### config.mk
export PLATFORM = sky130hd
export DESIGN_NAME = matrix_row_driver
export DESIGN_NICKNAME = d
export VERILOG_FILES = /design/src/rtl/matrix_row_driver.sv
export SDC_FILE = /design/constraint.sdc
export NUM_CORES = 1
export LEC_CHECK = 0
export ABC_AREA = 1
export CORE_MARGIN = 2
export CORE_UTILIZATION = 45
export DETAILED_ROUTE_END_ITERATION = 8
export PLACE_DENSITY = 0.64
export SYNTH_ARGS = -nofsm -noshare
export SYNTH_HDL_FRONTEND = slang
export SYNTH_SLANG_ARGS = --single-unit
### constraint.sdc
create_clock -name clock -period 1.55 [get_ports clock]
set_input_delay 0.31 -clock clock [delete_from_list [all_inputs] [get_ports clock]]
set_output_delay 0.31 -clock clock [all_outputs]
set_load 0.01 [all_outputs]
### src/rtl/matrix_row_driver.sv
// Row-side stage of the 5-column LED matrix: decodes the one-hot ring column into a
// mirrored 7-bit row icon with anti-ghost blanking, frame-synchronous pattern latch and blink.
module matrix_row_driver #(
  parameter int BLANK_CYCLES = 2,
  parameter int BLINK_FRAMES = 8,
  parameter int FAULT_CYCLES = 4
) (
  input  logic       clock,
  input  logic       reset,
  input  logic [2:0] col,
  input  logic [1:0] pattern_sel,
  input  logic       blink_en,
  output logic [6:0] row,
  output logic       frame_start,
  output logic       col_fault
);

  typedef enum logic {
    PHASE_ON  = 1'b0,
    PHASE_OFF = 1'b1
  } phase_t;

  logic [2:0] colQ;
  logic [1:0] patQ;
  logic [3:0] blankCnt;
  logic [7:0] frameCnt;
  phase_t     phase;
  logic [3:0] faultCnt;

  logic       colLegal;
  logic       colChange;
  logic       frameBegin;
  logic [1:0] patEff;
  logic [6:0] romValue;
  logic [3:0] blankNext;
  logic [7:0] frameCntNext;
  phase_t     phaseNext;
  logic       lit;
  logic [6:0] rowNext;
  logic [3:0] faultCntNext;
  logic       colFaultNext;

  // Icon ROM: col[2] feeds the outer column pair, col[1] the inner pair, col[0] the centre
  function automatic logic [6:0] romLookup(input logic [1:0] sel, input logic [2:0] c);
    logic [6:0] outer;
    logic [6:0] mid;
    logic [6:0] centre;
    outer  = 7'h00;
    mid    = 7'h00;
    centre = 7'h00;
    case (sel)
      2'd0: begin outer = 7'h00; mid = 7'h00; centre = 7'h08; end
      2'd1: begin outer = 7'h01; mid = 7'h03; centre = 7'h07; end
      2'd2: begin outer = 7'h07; mid = 7'h0F; centre = 7'h1F; end
      default: begin outer = 7'h1F; mid = 7'h3F; centre = 7'h7F; end
    endcase
    case (c)
      3'b100:  romLookup = outer;
      3'b010:  romLookup = mid;
      3'b001:  romLookup = centre;
      default: romLookup = 7'h00;
    endcase
  endfunction

  always_comb begin
    colLegal   = (col == 3'b100) || (col == 3'b010) || (col == 3'b001);
    colChange  = colLegal && (col != colQ);
    frameBegin = colChange && (col == 3'b100);
    // The new frame's selection must already apply to its first (outer) column
    patEff     = frameBegin ? pattern_sel : patQ;
    romValue   = romLookup(patEff, col);

    blankNext = 4'd0;
    if (colChange)
      blankNext = 4'(BLANK_CYCLES);
    else if (blankCnt != 4'd0)
      blankNext = blankCnt - 4'd1;

    frameCntNext = frameCnt;
    phaseNext    = phase;
    if (frameBegin) begin
      if (frameCnt == 8'(BLINK_FRAMES - 1)) begin
        frameCntNext = 8'd0;
        phaseNext    = (phase == PHASE_ON) ? PHASE_OFF : PHASE_ON;
      end else begin
        frameCntNext = frameCnt + 8'd1;
      end
    end

    // A count of 1 expires on this edge, so the row lights exactly BLANK_CYCLES after the change
    lit = 1'b0;
    if (colLegal)
      lit = colChange ? (BLANK_CYCLES == 0) : (blankCnt <= 4'd1);

    rowNext = 7'h00;
    if (lit && (!blink_en || (phaseNext == PHASE_ON)))
      rowNext = romValue;

    faultCntNext = 4'd0;
    if (!colLegal)
      faultCntNext = (faultCnt == 4'd15) ? 4'd15 : faultCnt + 4'd1;

    colFaultNext = col_fault;
    if (frameBegin)
      colFaultNext = 1'b0;
    else if (faultCntNext >= 4'(FAULT_CYCLES))
      colFaultNext = 1'b1;
  end

  always_ff @(posedge clock or posedge reset) begin
    if (reset) begin
      colQ        <= 3'b000;
      patQ        <= 2'd0;
      blankCnt    <= 4'd0;
      frameCnt    <= 8'd0;
      phase       <= PHASE_ON;
      faultCnt    <= 4'd0;
      row         <= 7'h00;
      frame_start <= 1'b0;
      col_fault   <= 1'b0;
    end else begin
      colQ        <= col;
      patQ        <= patEff;
      blankCnt    <= blankNext;
      frameCnt    <= frameCntNext;
      phase       <= phaseNext;
      faultCnt    <= faultCntNext;
      row         <= rowNext;
      frame_start <= frameBegin;
      col_fault   <= colFaultNext;
    end
  end

endmodule

# After elaboration in Yosys (flattened, before gate mapping)
# Cells that the tools add are included.
[word_totals] out_inout_bits=9 ff_bits=31 word_cells=51 input_bits=8
[op_classes] n_addsub=3 muxes=18 reduce_logical=10 n_bitwise=1 eq_ne=8 n_lt_le_gt_ge=2
[op_table] operator="7-bit case mux with 3 select lines" count=2
[op_table] operator="6-bit case mux with 3 select lines" count=1
[op_table] operator="4-bit 2-to-1 mux" count=4
[op_table] operator="5-bit case mux with 3 select lines" count=1
[op_table] operator="8-bit by 1-bit adder with 8-bit output (second input constant)" count=1
[op_table] operator="8-bit by 3-bit == test with 1-bit output (second input constant)" count=1
[op_table] operator="8-bit 2-to-1 mux" count=1
[op_table] operator="1-bit 2-to-1 mux" count=7
[op_table] operator="7-bit 2-to-1 mux" count=1
[op_table] operator="4-bit by 1-bit adder with 4-bit output (second input constant)" count=1
[op_table] operator="4-bit == test (second input constant)" count=1
[op_table] operator="4-bit by 3-bit >= comparator with 1-bit output (second input constant)" count=1
[op_table] operator="4-bit by 1-bit less-or-equal comparator with 1-bit output (second input constant)" count=1
[op_table] operator="4-bit nonzero test" count=1
[op_table] operator="4-bit by 1-bit subtractor with 4-bit output (second input constant)" count=1
[op_table] operator="3-bit by 1-bit == test with 1-bit output (second input constant)" count=1
[op_table] operator="3-bit by 2-bit == test with 1-bit output (second input constant)" count=1
[op_table] operator="3-bit == test (second input constant)" count=1
[op_table] operator="1-bit logical AND" count=3
[op_table] operator="1-bit logical OR" count=3
[op_table] operator="3-bit inequality test" count=1
[op_table] operator="2-bit by 1-bit == test with 1-bit output (second input constant)" count=1
[op_table] operator="2-bit == test (second input constant)" count=1
[op_table] operator="2-bit logical NOT" count=1
[op_table] operator="other kinds (4)" count=4

# Logic depth before layout (Yosys ltp)
# Gate-level depths: netlist (run 1).
[depth] word_depth=10 ltp_mapped=13 mapped_depth_nobuf=12

# Worst setup path after synthesis (run 1)
# OpenSTA, ideal clock, no wires.
[synth_timing] path_type="register to register" from="register frameCnt[0]" to="register row[4]" arrival_ns=1.252 required_time_ns=1.432 stages_incl_launch_ff=12 n_path_buf=0 setup_slack_ns=0.180 setup_time_ns=0.118 period_less_slack_ns=1.370 path_cell_list="dfrtp_1 > ha_1 > nand3_1 > nor2_1 > nand2_1 > nand2_1 > nand2_2 > nand3_4 > nand2_2 > inv_2 > nand2_1 > nand2_1"
[synth_via] elab_chain_len=7
[synth_rtl] element="from (decl)" line_no="26" text="logic [7:0] frameCnt;"
[synth_rtl] element="from (signal assigned)" line_no="125" text="frameCnt <= frameCntNext;"
[synth_rtl] element="8-bit by 3-bit == test with 1-bit output" line_no="82" text="if (frameCnt == 8'(BLINK_FRAMES - 1)) begin"
[synth_rtl] element="1-bit 2-to-1 mux" line_no="82"
[synth_rtl] element="1-bit 2-to-1 mux" line_no="81" text="if (frameBegin) begin"
[synth_rtl] element="1-bit NOT" line_no="96" text="if (lit && (!blink_en || (phaseNext == PHASE_ON)))"
[synth_rtl] element="1-bit logical OR" line_no="96"
[synth_rtl] element="1-bit logical AND" line_no="96"
[synth_rtl] element="7-bit 2-to-1 mux" line_no="96"
[synth_rtl] element="named net rowNext[4]" line_no="39" text="logic [6:0] rowNext;"
[synth_rtl] element="to (signal assigned)" line_no="128" text="row <= rowNext;"
[synth_rtl] element="to (decl)" line_no="13" text="output logic [6:0] row,"
# The timed path passes the listed nets, and every way through them passes these cells.
# A chain may end at the register's enable or synchronous reset.

# Final worst setup path (run 1)
[layout_timing] from="register row[5]" to="output row[5]"
# No word-level cell between the ends.

==> results of run 1 <==
## synthesized netlist by cell type
library cell                n  area, µm²
sky130_fd_sc_hd__o211ai_1   1      7.510
sky130_fd_sc_hd__buf_6      1      11.26
sky130_fd_sc_hd__nor3_4     1      16.27
sky130_fd_sc_hd__nand4_1    2      12.51
sky130_fd_sc_hd__nand2_2    7      43.79
sky130_fd_sc_hd__nand3_4    1      17.52
sky130_fd_sc_hd__and2_1     1      6.260
sky130_fd_sc_hd__nor3_1     3      15.01
sky130_fd_sc_hd__a211oi_1   1      7.510
sky130_fd_sc_hd__xnor2_1    3      26.28
sky130_fd_sc_hd__nor3_2     1      10.01
sky130_fd_sc_hd__o21ai_0    6      30.03
sky130_fd_sc_hd__and3b_2    1      10.01
sky130_fd_sc_hd__nor4_1     1      6.260
sky130_fd_sc_hd__nand2_1   35      131.4
sky130_fd_sc_hd__a21oi_1    7      35.03
sky130_fd_sc_hd__o21ai_1    2      10.01
sky130_fd_sc_hd__nand3b_1   1      7.510
sky130_fd_sc_hd__nor3b_2    1      12.51
sky130_fd_sc_hd__inv_1     22      82.58
sky130_fd_sc_hd__ha_1       2      25.02
sky130_fd_sc_hd__inv_2      3      11.26
sky130_fd_sc_hd__o21a_1     1      7.510
sky130_fd_sc_hd__nand3_2    2      20.02
sky130_fd_sc_hd__dfrtp_1   31      775.7
sky130_fd_sc_hd__nand2_4    3      33.78
sky130_fd_sc_hd__nor2_1    12      45.04
sky130_fd_sc_hd__xor2_1     4      35.03
sky130_fd_sc_hd__nand3_1   11      55.05
## cell type report
type,count,share of cell area [%]
Clock buffer,6,2.605
Clock inverter,1,0.2541
Inverter,25,4.765
Multi-Input combinational cell,110,34.24
Sequential cell,31,39.39
Tap cell,46,2.922
Timing Repair Buffer,34,15.82
## stage by stage
step / setup WS [ns] / area (µm²) / TNS (ns) / cells
after floorplan: 0.1796 / 1508 / 0 / 167
after global routing: -0.03214 / 1969 / -0.04346 / 253
final: 0.04536 / 1969 / 0 / 253
after detailed placement: -0.4511 / 1834 / -8.119 / 244
after CTS: 0.01117 / 1923 / 0 / 253
after global placement: -0.3679 / 1834 / -6.492 / 244
## timing repair
item / in CTS / in global routing
setup endpoints to repair: 11 / 14
setup buffers: 2 / 0
pin swaps: 1 / 3
cloned: 0 / 0
gates resized for setup: 10 / 14
## per-layer routing
layer	track usage (%)	vias to the layer above	routed length [µm]
met5	0	-	0
met4	8.207	0	60
met3	4.969	5	90
met2	28.72	18	1559
met1	21.51	565	1323
li1	-	611	-
## flip-flops by register name (all words and copies together) (netlist names)
| name | count |
|---|---|
| frameCnt | 8 |
| row | 7 |
| blankCnt | 4 |
| faultCnt | 4 |
| colQ | 3 |
| patQ | 2 |
| col_fault | 1 |
| frame_start | 1 |
| phase | 1 |
## cell usage in the layout, fill, tap and decap left out, types with 6 or more instances in the layout
| cell type | count |
|---|---|
| sky130_fd_sc_hd__buf_4 | 17 |
| sky130_fd_sc_hd__inv_1 | 22 |
| sky130_fd_sc_hd__a21oi_1 | 6 |
| sky130_fd_sc_hd__dfrtp_1 | 31 |
| sky130_fd_sc_hd__nor2_1 | 11 |
| sky130_fd_sc_hd__nand2_1 | 35 |
| sky130_fd_sc_hd__dlymetal6s2s_1 | 7 |
| sky130_fd_sc_hd__nand3_1 | 8 |
## cell families (layout without fill, tap and decap cells)
logic type / Yosys count / in the layout
AO/OA/AOI/OAI: 18 / 18
flip-flops: 31 / 31
adder cells (fa/ha/maj): 2 / 2
buffers and inverters: 26 / 66
AND/OR/NAND/NOR: 83 / 83
XOR/XNOR: 7 / 7
## power groups by stage
stage          Combinational, W  Clock [W]  Sequential [W]
2_1_floorplan          0.000353          0         0.00108
6_report               0.000557   0.000480         0.00109
3_5_place_dp           0.000539          0         0.00109
4_1_cts                0.000537   0.000495         0.00108
5_1_grt                0.000631   0.000531         0.00112
3_3_place_gp           0.000517          0         0.00109
## final timing paths
check / startpoint / end / slack, ns / depth (start not counted)
max: row[5]$_DFF_PP0_ / row[5] / 0.05 / 1
min: col[2] / colQ[2]$_DFF_PP0_ / 0.26 / 1
max reg2reg: colQ[2]$_DFF_PP0_ / row[3]$_DFF_PP0_ / 0.08 / 10
min reg2reg: blankCnt[0]$_DFF_PP0_ / blankCnt[0]$_DFF_PP0_ / 0.47 / 1
max in group asynchronous: reset / row[4]$_DFF_PP0_ / 0.91 / 3
min in group asynchronous: reset / frame_start$_DFF_PP0_ / 0.35 / 3
==> metrics.log, run 1 <==
[metrics] max-cap viol count: 0
[metrics] TritonCTS clock tree: yes
[metrics] Synth Area in XOR/XNOR: 4.066%
[metrics] number of slew-limit violations in the final report: 0
[metrics] kind of launch point of the worst setup path: flop
[metrics] setup violation total in the final timing report: 0
[metrics] CTS H-tree lvls: 2
[metrics] post-synthesis to final-layout area growth: 30.62%
[metrics] number of antenna violations at the first check in global routing: 0
[metrics] last weighted congestion value of the routability-driven placer: 0.8957
[metrics] area inside the core boundary: 3284 µm²
[metrics] status: complete, no violations
[metrics] number of buffers added by the clock tree synthesis step: 5
[metrics] number of different library cells in the post-synthesis netlist: 29
[metrics] slew at the pin closest to its max-slew limit: 0.3938 ns
[metrics] site row count: 21
[metrics] final period utilization: 97.07%
[metrics] share of the core filled with cells in the final layout: 59.96%
[metrics] unrepaired setup endpoints after global routing: yes
[metrics] minimum hold slack: 0.2584 ns
[metrics] register area: 775.7 µm²
[metrics] global-route wire length before repair: 4.754 mm
[metrics] Post-Synthesis Mean Instance Area: 9.028 µm²
[metrics] via density per instance: 4.739
[metrics] signal arrival time at the worst endpoint: 1.19 ns
[metrics] total detailed-routing wirelength: 3.034 mm
[metrics] Max Fanout on Critical Path: 1
[metrics] number of nets in the synthesized netlist: 177
[metrics] dominant combinational cell family by area after synthesis: simple AND/OR/NAND/NOR gates
[metrics] initial DRC count: 47
[metrics] time the final worst path needs with I/O delays and setup: 1.505 ns
[metrics] height of the die: 61.88 µm
[metrics] Max-slew headroom: 73.75%
[metrics] count of hold-fix buffers inserted at cts: 0
[metrics] fraction of power consumed by combinational cells: 26.1%
[metrics] class of the most critical setup path: flop to output port
[metrics] Crit-path slowest cell: sky130_fd_sc_hd__clkdlybuf4s50_1
[metrics] clk slew on worst S/H paths: 0.09 ns
[metrics] number of top-level pins: 17
[metrics] Flop pwr share: 51.4%
[metrics] Clk Latency, worst-skew pair: 0.33 ns
[metrics] starting utilization of the core area: 45.90%
[metrics] cell breakdown of the critical path: clkdlybuf4s50_1
[metrics] Warnings, synthesis: 0
[metrics] final number of hold-violating endpoints: 0
[metrics] adder-cell area share of the yosys netlist: 1.660%
[metrics] count of TritonRoute iterations in the first routing pass: 4
[metrics] power consumption: 0.002131 W
[metrics] Final nets: 217
[metrics] DRC violation count after routing: 0
[metrics] width of the die: 61.88 µm
[metrics] global-route congestion overflow total: 0
[metrics] setup clock skew after layout: 0.007947 ns
[metrics] required time at the worst-slack endpoint: 1.24 ns
[metrics] share of total power consumed by net switching: 33.13%
[metrics] placed wire-length estimate after detailed placement: 2.140 mm
[metrics] per-cell routed wire length: 11.99 µm
[metrics] number of buffer and inverter stages on the critical path: 1
[metrics] Switching Power: 0.0007060 W
[metrics] via count of the first global-routing pass: 1088
[metrics] delay-heaviest family, CP: buffers and inverters
[metrics] power share of the clock group: 22.5%
[metrics] Antenna diodes: 0
[metrics] kind of capture point of the worst setup path: output port
[metrics] IR drop worst, VDD: 0.6369 mV
[metrics] post-detailed-route count of antenna-violating nets: 0
[metrics] path class of the lowest-slack min-delay path: input port to flop
[metrics] Clock Root Buffer: sky130_fd_sc_hd__clkbuf_4
[metrics] clock sink count: 31
[metrics] fill cell instance count of the final layout: 288
[metrics] share of synthesized area spent on multiplexers: 0%
[metrics] port buffer count: 16
[metrics] netlist area before placement: 1508 µm²
[metrics] area used by multi-input combinational logic: 674.4 µm²
[metrics] deepest clock path buffer count: 2
[metrics] Mapped Cells: 167
[metrics] simple-gate portion of the synthesized area: 29.38%
[metrics] critical path's largest stage delay: 0.53 ns
[metrics] fraction of layout instances using a drive strength above 1: 25.12%
[metrics] compound-cell area share of the yosys netlist: 6.473%
[metrics] total vias in the final route: 1199
[metrics] leakage power total: 1.121 nW
[metrics] largest net degree at the start of global routing: 32
[metrics] Internal Dissipation: 0.001425 W
[metrics] ratio of total power to cell area: 1082 nW/µm²
[metrics] portion of the post-synthesis area used by sequential elements: 51.45%
[metrics] number of synthesized register bits: 31
[metrics] Die Outline Area: 3829 µm²
[metrics] combined global-route utilization of all metal layers: 17.59%
[metrics] maximum operating frequency: 664.6 MHz
(Power assumes the default switching activity.)
==> run 2, diff against run 1 <==
--- a/config.mk
+++ b/config.mk
@@ -6,10 +6,13 @@
 export NUM_CORES = 1
 export LEC_CHECK = 0
 export ABC_AREA = 1
+export CELL_PAD_IN_SITES_DETAIL_PLACEMENT = 2
+export CELL_PAD_IN_SITES_GLOBAL_PLACEMENT = 2
 export CORE_MARGIN = 2
-export CORE_UTILIZATION = 45
+export CORE_UTILIZATION = 34
 export DETAILED_ROUTE_END_ITERATION = 8
-export PLACE_DENSITY = 0.64
+export PLACE_DENSITY = 0.76
+export SLEW_MARGIN = 5
 export SYNTH_ARGS = -nofsm -noshare
 export SYNTH_HDL_FRONTEND = slang
 export SYNTH_SLANG_ARGS = --single-unit
==> run 2 against run 1 <==
Compared with the run above: first-iteration DRC count is 66% lower; flip-flop and latch count stayed put; global-route usage is 1.6 points higher; utilization is 11 points lower; critical path type is now flop to flop; highest routed layer unchanged.
==> metrics.log, run 2 (synthesized netlist as in run 1, its figures left out) <==
[metrics] last weighted congestion value of the routability-driven placer: 0.7598
[metrics] post-synthesis to final-layout area growth: 40.75%
[metrics] most common library cell in the layout ignoring fill and taps: sky130_fd_sc_hd__dfrtp_1
[metrics] cell count after placement: 250
[metrics] clock sink count: 31
[metrics] Antenna diodes: 0
[metrics] combined global-route utilization of all metal layers: 19.16%
[metrics] path class of the lowest-slack min-delay path: input port to flop
[metrics] DRC violation count after routing: 0
[metrics] non-filler instance count after layout: 267
[metrics] TritonCTS clock tree: yes
[metrics] largest registers: frameCnt (8), row (7)
[metrics] via count of the first global-routing pass: 1550
[metrics] placed wire-length estimate after detailed placement: 3.100 mm
[metrics] Crit-path slowest cell: sky130_fd_sc_hd__dfrtp_1
[metrics] max-cap viol count: 0
[metrics] final period utilization: 98.35%
[metrics] class of the most critical setup path: flop to flop
[metrics] height of the die: 70.59 µm
[metrics] critical path's largest stage delay: 0.41 ns
[metrics] global-route wire length before repair: 7.424 mm
[metrics] number of top-level pins: 17
[metrics] starting utilization of the core area: 34.87%
[metrics] aggregate negative setup slack: 0 ns
[metrics] final number of hold-violating endpoints: 0
[metrics] signal arrival time at the worst endpoint: 1.69 ns
[metrics] length in cells of the worst reg-to-reg path: 10
[metrics] number of slew-limit violations in the final report: 0
[metrics] end point of the critical path: row[4]$_DFF_PP0_
[metrics] Final nets: 225
[metrics] total detailed-routing wirelength: 4.563 mm
[metrics] kind of capture point of the worst setup path: flop
[metrics] number of antenna violations at the first check in global routing: 0
[metrics] required time at the worst-slack endpoint: 1.72 ns
[metrics] launch point of the worst reg-to-reg path: frameCnt[7]$_DFFE_PP0N_
[metrics] initial DRC count: 16
[metrics] setup clock skew after layout: 0.008182 ns
[metrics] CTS H-tree lvls: 2
[metrics] smallest setup slack after layout: 0.02552 ns
[metrics] unrepaired setup endpoints after global routing: yes
[metrics] largest net degree at the start of global routing: 32
[metrics] deepest clock path buffer count: 2
[metrics] status: complete, no violations
[metrics] area inside the core boundary: 4324 µm²
[metrics] Setup crit start: frameCnt[7]$_DFFE_PP0N_
[metrics] Clk Latency, worst-skew pair: 0.28 ns
[metrics] post-detailed-route count of antenna-violating nets: 0
[metrics] ratio of total power to cell area: 1165 nW/µm²
[metrics] via density per instance: 4.933
[metrics] count of hold-fix buffers inserted at cts: 0
[metrics] Die Outline Area: 4983 µm²
[metrics] setup violation total in the final timing report: 0
[metrics] count of TritonRoute iterations in the first routing pass: 4
[metrics] cell breakdown of the critical path: nor2_1, nand2_2, o21ai_2, nand2_1, nand2_2, nand3_4, nand2_4, inv_2, nand2_1, nand2_1
[metrics] kind of launch point of the worst setup path: flop
[metrics] maximum operating frequency: 656.0 MHz
[metrics] slew at the pin closest to its max-slew limit: 0.4208 ns
[metrics] top register by number of flip-flops: frameCnt
[metrics] flop-to-flop setup slack: 0.03 ns
[metrics] Max-slew headroom: 71.73%
[metrics] total vias in the final route: 1317
[metrics] leakage power total: 1.060 nW
[metrics] fraction of layout instances using a drive strength above 1: 33.49%
[metrics] Largest register FFs: 8
[metrics] commonest cells after routing, fill and taps aside: sky130_fd_sc_hd__dfrtp_1, sky130_fd_sc_hd__nand2_1, sky130_fd_sc_hd__buf_4
[metrics] global-route congestion overflow total: 0
[metrics] power consumption: 0.002472 W
[metrics] number of buffers added by the clock tree synthesis step: 5
[metrics] most prevalent standard cell on the critical path: sky130_fd_sc_hd__nand2_1
[metrics] DP Worst Slack: -0.6220 ns
[metrics] Max Fanout on Critical Path: 4
[metrics] IR drop worst, VDD: 0.4901 mV
[metrics] Clock Root Buffer: sky130_fd_sc_hd__clkbuf_8
[metrics] r2r endpoint: row[4]$_DFF_PP0_
[metrics] clk slew on worst S/H paths: 0.07 ns
[metrics] site row count: 24
[metrics] width of the die: 70.59 µm
[metrics] time the final worst path needs with I/O delays and setup: 1.524 ns
[metrics] port buffer count: 16
[metrics] per-cell routed wire length: 17.09 µm
==> run 2: changes by cell type in the layout (fill, tap and decap cells not counted), sizes merged <==
cell	change
clkdlybuf4s50	+8
buf	+8
clkbuf	+2
dlymetal6s2s	-7
dlygate4sd2	-3
==> run 2: how the worst min path moves through the flow <==
stage | from | endpoint | slack, ns | depth (start not counted)
2_1_floorplan | col[0] | colQ[0]$_DFF_PP0_ | 0.34 | 0
3_3_place_gp | blankCnt[0]$_DFF_PP0_ | blankCnt[0]$_DFF_PP0_ | 0.45 | 1
3_5_place_dp | blankCnt[0]$_DFF_PP0_ | blankCnt[0]$_DFF_PP0_ | 0.46 | 1
4_1_cts | col[2] | colQ[2]$_DFF_PP0_ | 0.32 | 1
5_1_grt | col[1] | colQ[1]$_DFF_PP0_ | 0.22 | 1
6_report | col[1] | colQ[1]$_DFF_PP0_ | 0.21 | 1
==> run 2: critical path: cells and delay by family, from the launching register on <==
kind                   cells  cell delay, ns
buffers and inverters      1            0.05
AO/OA/AOI/OAI              1            0.13
flip-flops                 1            0.41
AND/OR/NAND/NOR            8            0.80
==> run 2: per-layer routing <==
| layer | vias up | wire [µm] | GRT usage (%) |
|---|---|---|---|
| li1 | 626 | - | - |
| met3 | 6 | 104 | 4.131 |
| met5 | - | 0 | 0 |
| met1 | 668 | 1818 | 21.63 |
| met2 | 17 | 2596 | 35.95 |
| met4 | 0 | 44 | 6.080 |
==> run 2: cell type report <==
class	instances	area, µm²
Timing Repair Buffer	42	367.9
Tap cell	52	65.06
Inverter	25	93.84
Clock buffer	6	82.58
Sequential cell	31	775.7
Clock inverter	1	5.005
Multi-Input combinational cell	110	732.0
Fill cell	470	2202
==> run 2: power by group <==
group / internal, W / leakage, nW / switching [W]
clock network: 0.000348 / 0.0470 / 0.000290
logic: 0.000340 / 0.624 / 0.000394
registers: 0.000959 / 0.389 / 0.000141
==> run 2: what timing repair did <==
action	CTS	global route
endpoints found under the setup margin	22	12
gates cloned	0	0
resized for setup	9	27
setup buffers	7	3
pin swaps	3	7
==> run 2: per-stage QoR <==
stage | instance area [µm²] | hold WS [ns] | utilization [%]
detailed placement | 1854 | 0.4596 | 42.88
finish | 2122 | 0.2145 | 49.07
global placement | 1854 | 0.4495 | 42.88
CTS | 2007 | 0.3216 | 46.41
floorplan | 1508 | 0.3414 | -
global route | 2122 | 0.2170 | 49.07
==> run 3, diff against run 2 <==
--- a/config.mk
+++ b/config.mk
@@ -9,9 +9,10 @@
 export CELL_PAD_IN_SITES_DETAIL_PLACEMENT = 2
 export CELL_PAD_IN_SITES_GLOBAL_PLACEMENT = 2
 export CORE_MARGIN = 2
-export CORE_UTILIZATION = 34
+export CORE_UTILIZATION = 25
+export CTS_CLUSTER_DIAMETER = 40
 export DETAILED_ROUTE_END_ITERATION = 8
-export PLACE_DENSITY = 0.76
+export PLACE_DENSITY = 0.58
 export SLEW_MARGIN = 5
 export SYNTH_ARGS = -nofsm -noshare
 export SYNTH_HDL_FRONTEND = slang
==> run 3 against run 2 <==
Compared with the run above: clock power increased by 30%; final cell count increased by 9.0%; sequential share of layout area decreased by 0.99 points; largest cell class unchanged; critical endpoint is now col_fault.
==> metrics.log, run 3 (synthesized netlist as in run 1, its figures left out) <==
[metrics] number of top-level pins: 17
[metrics] flop-to-flop setup slack: 0.09 ns
[metrics] largest net degree at the start of global routing: 32
[metrics] clk slew on worst S/H paths: 0.07 ns
[metrics] deepest clock path buffer count: 2
[metrics] port buffer count: 16
[metrics] last weighted congestion value of the routability-driven placer: 0.7665
[metrics] width of the die: 81.66 µm
[metrics] power consumption: 0.002631 W
[metrics] kind of capture point of the worst setup path: output port
[metrics] number of buffer and inverter stages on the critical path: 1
[metrics] time the final worst path needs with I/O delays and setup: 1.471 ns
[metrics] Crit-path slowest cell: sky130_fd_sc_hd__clkdlybuf4s50_1
[metrics] number of buffers added by the clock tree synthesis step: 5
[metrics] global-route congestion overflow total: 0
[metrics] height of the die: 81.66 µm
[metrics] final period utilization: 94.93%
[metrics] setup violation total in the final timing report: 0
[metrics] number of slew-limit violations in the final report: 0
[metrics] share of total power consumed by net switching: 31.18%
[metrics] Final nets: 225
[metrics] Largest register FFs: 8
[metrics] Hold Crit Depth: 1
[metrics] largest registers: frameCnt (8), row (7)
[metrics] minimum hold slack: 0.2068 ns
[metrics] fraction of layout instances using a drive strength above 1: 31.02%
[metrics] Clk Latency, worst-skew pair: 0.29 ns
[metrics] total vias in the final route: 1261
[metrics] final number of hold-violating endpoints: 0
[metrics] via count of the first global-routing pass: 1371
[metrics] max-cap viol count: 0
[metrics] global-route wire length before repair: 6.582 mm
[metrics] Switching Power: 0.0008202 W
[metrics] status: complete, no violations
[metrics] maximum operating frequency: 679.6 MHz
[metrics] Die Outline Area: 6668 µm²
[metrics] power share of the clock group: 31.6%
[metrics] CTS H-tree lvls: 2
[metrics] post-synthesis to final-layout area growth: 44.65%
[metrics] Clock Root Buffer: sky130_fd_sc_hd__clkbuf_8
[metrics] r2r endpoint: row[4]$_DFF_PP0_
[metrics] Max-slew headroom: 79.60%
[metrics] site row count: 28
[metrics] Worst Min Path Start: col[1]
[metrics] required time at the worst-slack endpoint: 1.24 ns
[metrics] Internal Dissipation: 0.001810 W
[metrics] slew at the pin closest to its max-slew limit: 0.3032 ns
[metrics] unrepaired setup endpoints after global routing: yes
[metrics] aggregate negative setup slack: 0 ns
[metrics] TritonCTS clock tree: yes
[metrics] setup clock skew after layout: 0.01041 ns
[metrics] initial DRC count: 27
[metrics] Antenna diodes: 0
[metrics] critical path's largest stage delay: 0.54 ns
[metrics] class of the most critical setup path: flop to output port
[metrics] ratio of total power to cell area: 1206 nW/µm²
[metrics] launch point of the worst reg-to-reg path: frameCnt[1]$_DFFE_PP0N_
[metrics] share of the core filled with cells in the final layout: 37.05%
[metrics] per-cell routed wire length: 13.85 µm
[metrics] Hold Path Sink: colQ[1]$_DFF_PP0_
[metrics] DRC violation count after routing: 0
[metrics] cell count after placement: 277
[metrics] IR drop worst, VDD: 0.5828 mV
[metrics] total detailed-routing wirelength: 4.031 mm
[metrics] kind of launch point of the worst setup path: flop
[metrics] Max Fanout on Critical Path: 2
[metrics] cell breakdown of the critical path: clkdlybuf4s50_1
[metrics] top register by number of flip-flops: frameCnt
[metrics] Flop pwr share: 41.9%
[metrics] non-filler instance count after layout: 291
[metrics] commonest cells after routing, fill and taps aside: sky130_fd_sc_hd__nand2_1, sky130_fd_sc_hd__dfrtp_1, sky130_fd_sc_hd__buf_4
[metrics] delay-heaviest family, CP: buffers and inverters
[metrics] clock sink count: 31
[metrics] path class of the lowest-slack min-delay path: input port to flop
[metrics] combined global-route utilization of all metal layers: 13.23%
[metrics] post-detailed-route count of antenna-violating nets: 0
[metrics] fraction of power consumed by combinational cells: 26.5%
[metrics] area inside the core boundary: 5886 µm²
[metrics] signal arrival time at the worst endpoint: 1.16 ns
[metrics] placed wire-length estimate after detailed placement: 2.955 mm
[metrics] via density per instance: 4.333
[metrics] length in cells of the worst reg-to-reg path: 10
[metrics] starting utilization of the core area: 25.62%
[metrics] count of TritonRoute iterations in the first routing pass: 4
[metrics] number of antenna violations at the first check in global routing: 0
[metrics] count of hold-fix buffers inserted at cts: 0
[metrics] leakage power total: 1.095 nW
-- run 3: cell types whose count changed in the layout (fill, tap and decap cells not counted), moves of 2 or more --
cell and change:
sky130_fd_sc_hd__buf_6 -2, sky130_fd_sc_hd__nand2_1 +2, sky130_fd_sc_hd__inv_2 -2, sky130_fd_sc_hd__nand2_2 -4, sky130_fd_sc_hd__buf_4 +2, sky130_fd_sc_hd__nand2_4 +2
-- run 3: power groups by stage --
stage          registers, W  clock network [W]  logic [W]
2_1_floorplan       0.00108                  0   0.000353
3_3_place_gp        0.00109                  0   0.000564
3_5_place_dp        0.00110                  0   0.000603
4_1_cts             0.00109           0.000864   0.000622
5_1_grt             0.00112           0.000891   0.000789
6_report            0.00110           0.000831   0.000697
-- run 3: final cells by class --
| type | instances | area [µm²] |
|---|---|---|
| clock buffer | 6 | 82.58 |
| clock inverter | 2 | 35.03 |
| fill | 674 | 3705 |
| inverter | 25 | 96.34 |
| multi-input combinational | 110 | 735.7 |
| sequential | 31 | 775.7 |
| tap | 75 | 93.84 |
| timing repair buffer | 42 | 361.6 |
-- run 3: per-layer routing --
| metal | track usage (%) | wire (µm) | vias up |
|---|---|---|---|
| met5 | 0 | 0 | - |
| met4 | 5.000 | 58 | 0 |
| met3 | 3.297 | 93 | 5 |
| met2 | 22.46 | 2107 | 12 |
| met1 | 16.20 | 1772 | 617 |
| li1 | - | - | 627 |
-- run 3: per-stage QoR --
step / setup slack, ns / instance area (µm²)
finish: 0.07855 / 2181
global route: -0.03717 / 2181
CTS: 0.005156 / 2057
detailed placement: -0.5502 / 1913
global placement: -0.4752 / 1913
floorplan: 0.1796 / 1508
-- run 3: worst max-delay path by stage --
| stage | start | to | slack, ns | depth (start not counted) |
|---|---|---|---|---|
| after floorplan | frameCnt[0]$_DFFE_PP0N_ | row[4]$_DFF_PP0_ | 0.18 | 11 |
| after global placement | col[0] | row[4]$_DFF_PP0_ | -0.48 | 13 |
| after detailed placement | col[0] | row[4]$_DFF_PP0_ | -0.55 | 12 |
| after CTS | frameCnt[1]$_DFFE_PP0N_ | row[4]$_DFF_PP0_ | 0.005 | 10 |
| after global routing | colQ[1]$_DFF_PP0_ | row[3]$_DFF_PP0_ | -0.04 | 12 |
| final | col_fault$_DFFE_PP0P_ | col_fault | 0.08 | 1 |
-- run 3: what timing repair did --
item                       CTS  global route
resized for setup            9            24
pin swaps                    1            11
setup endpoints to repair   19             7
setup buffers                1             5
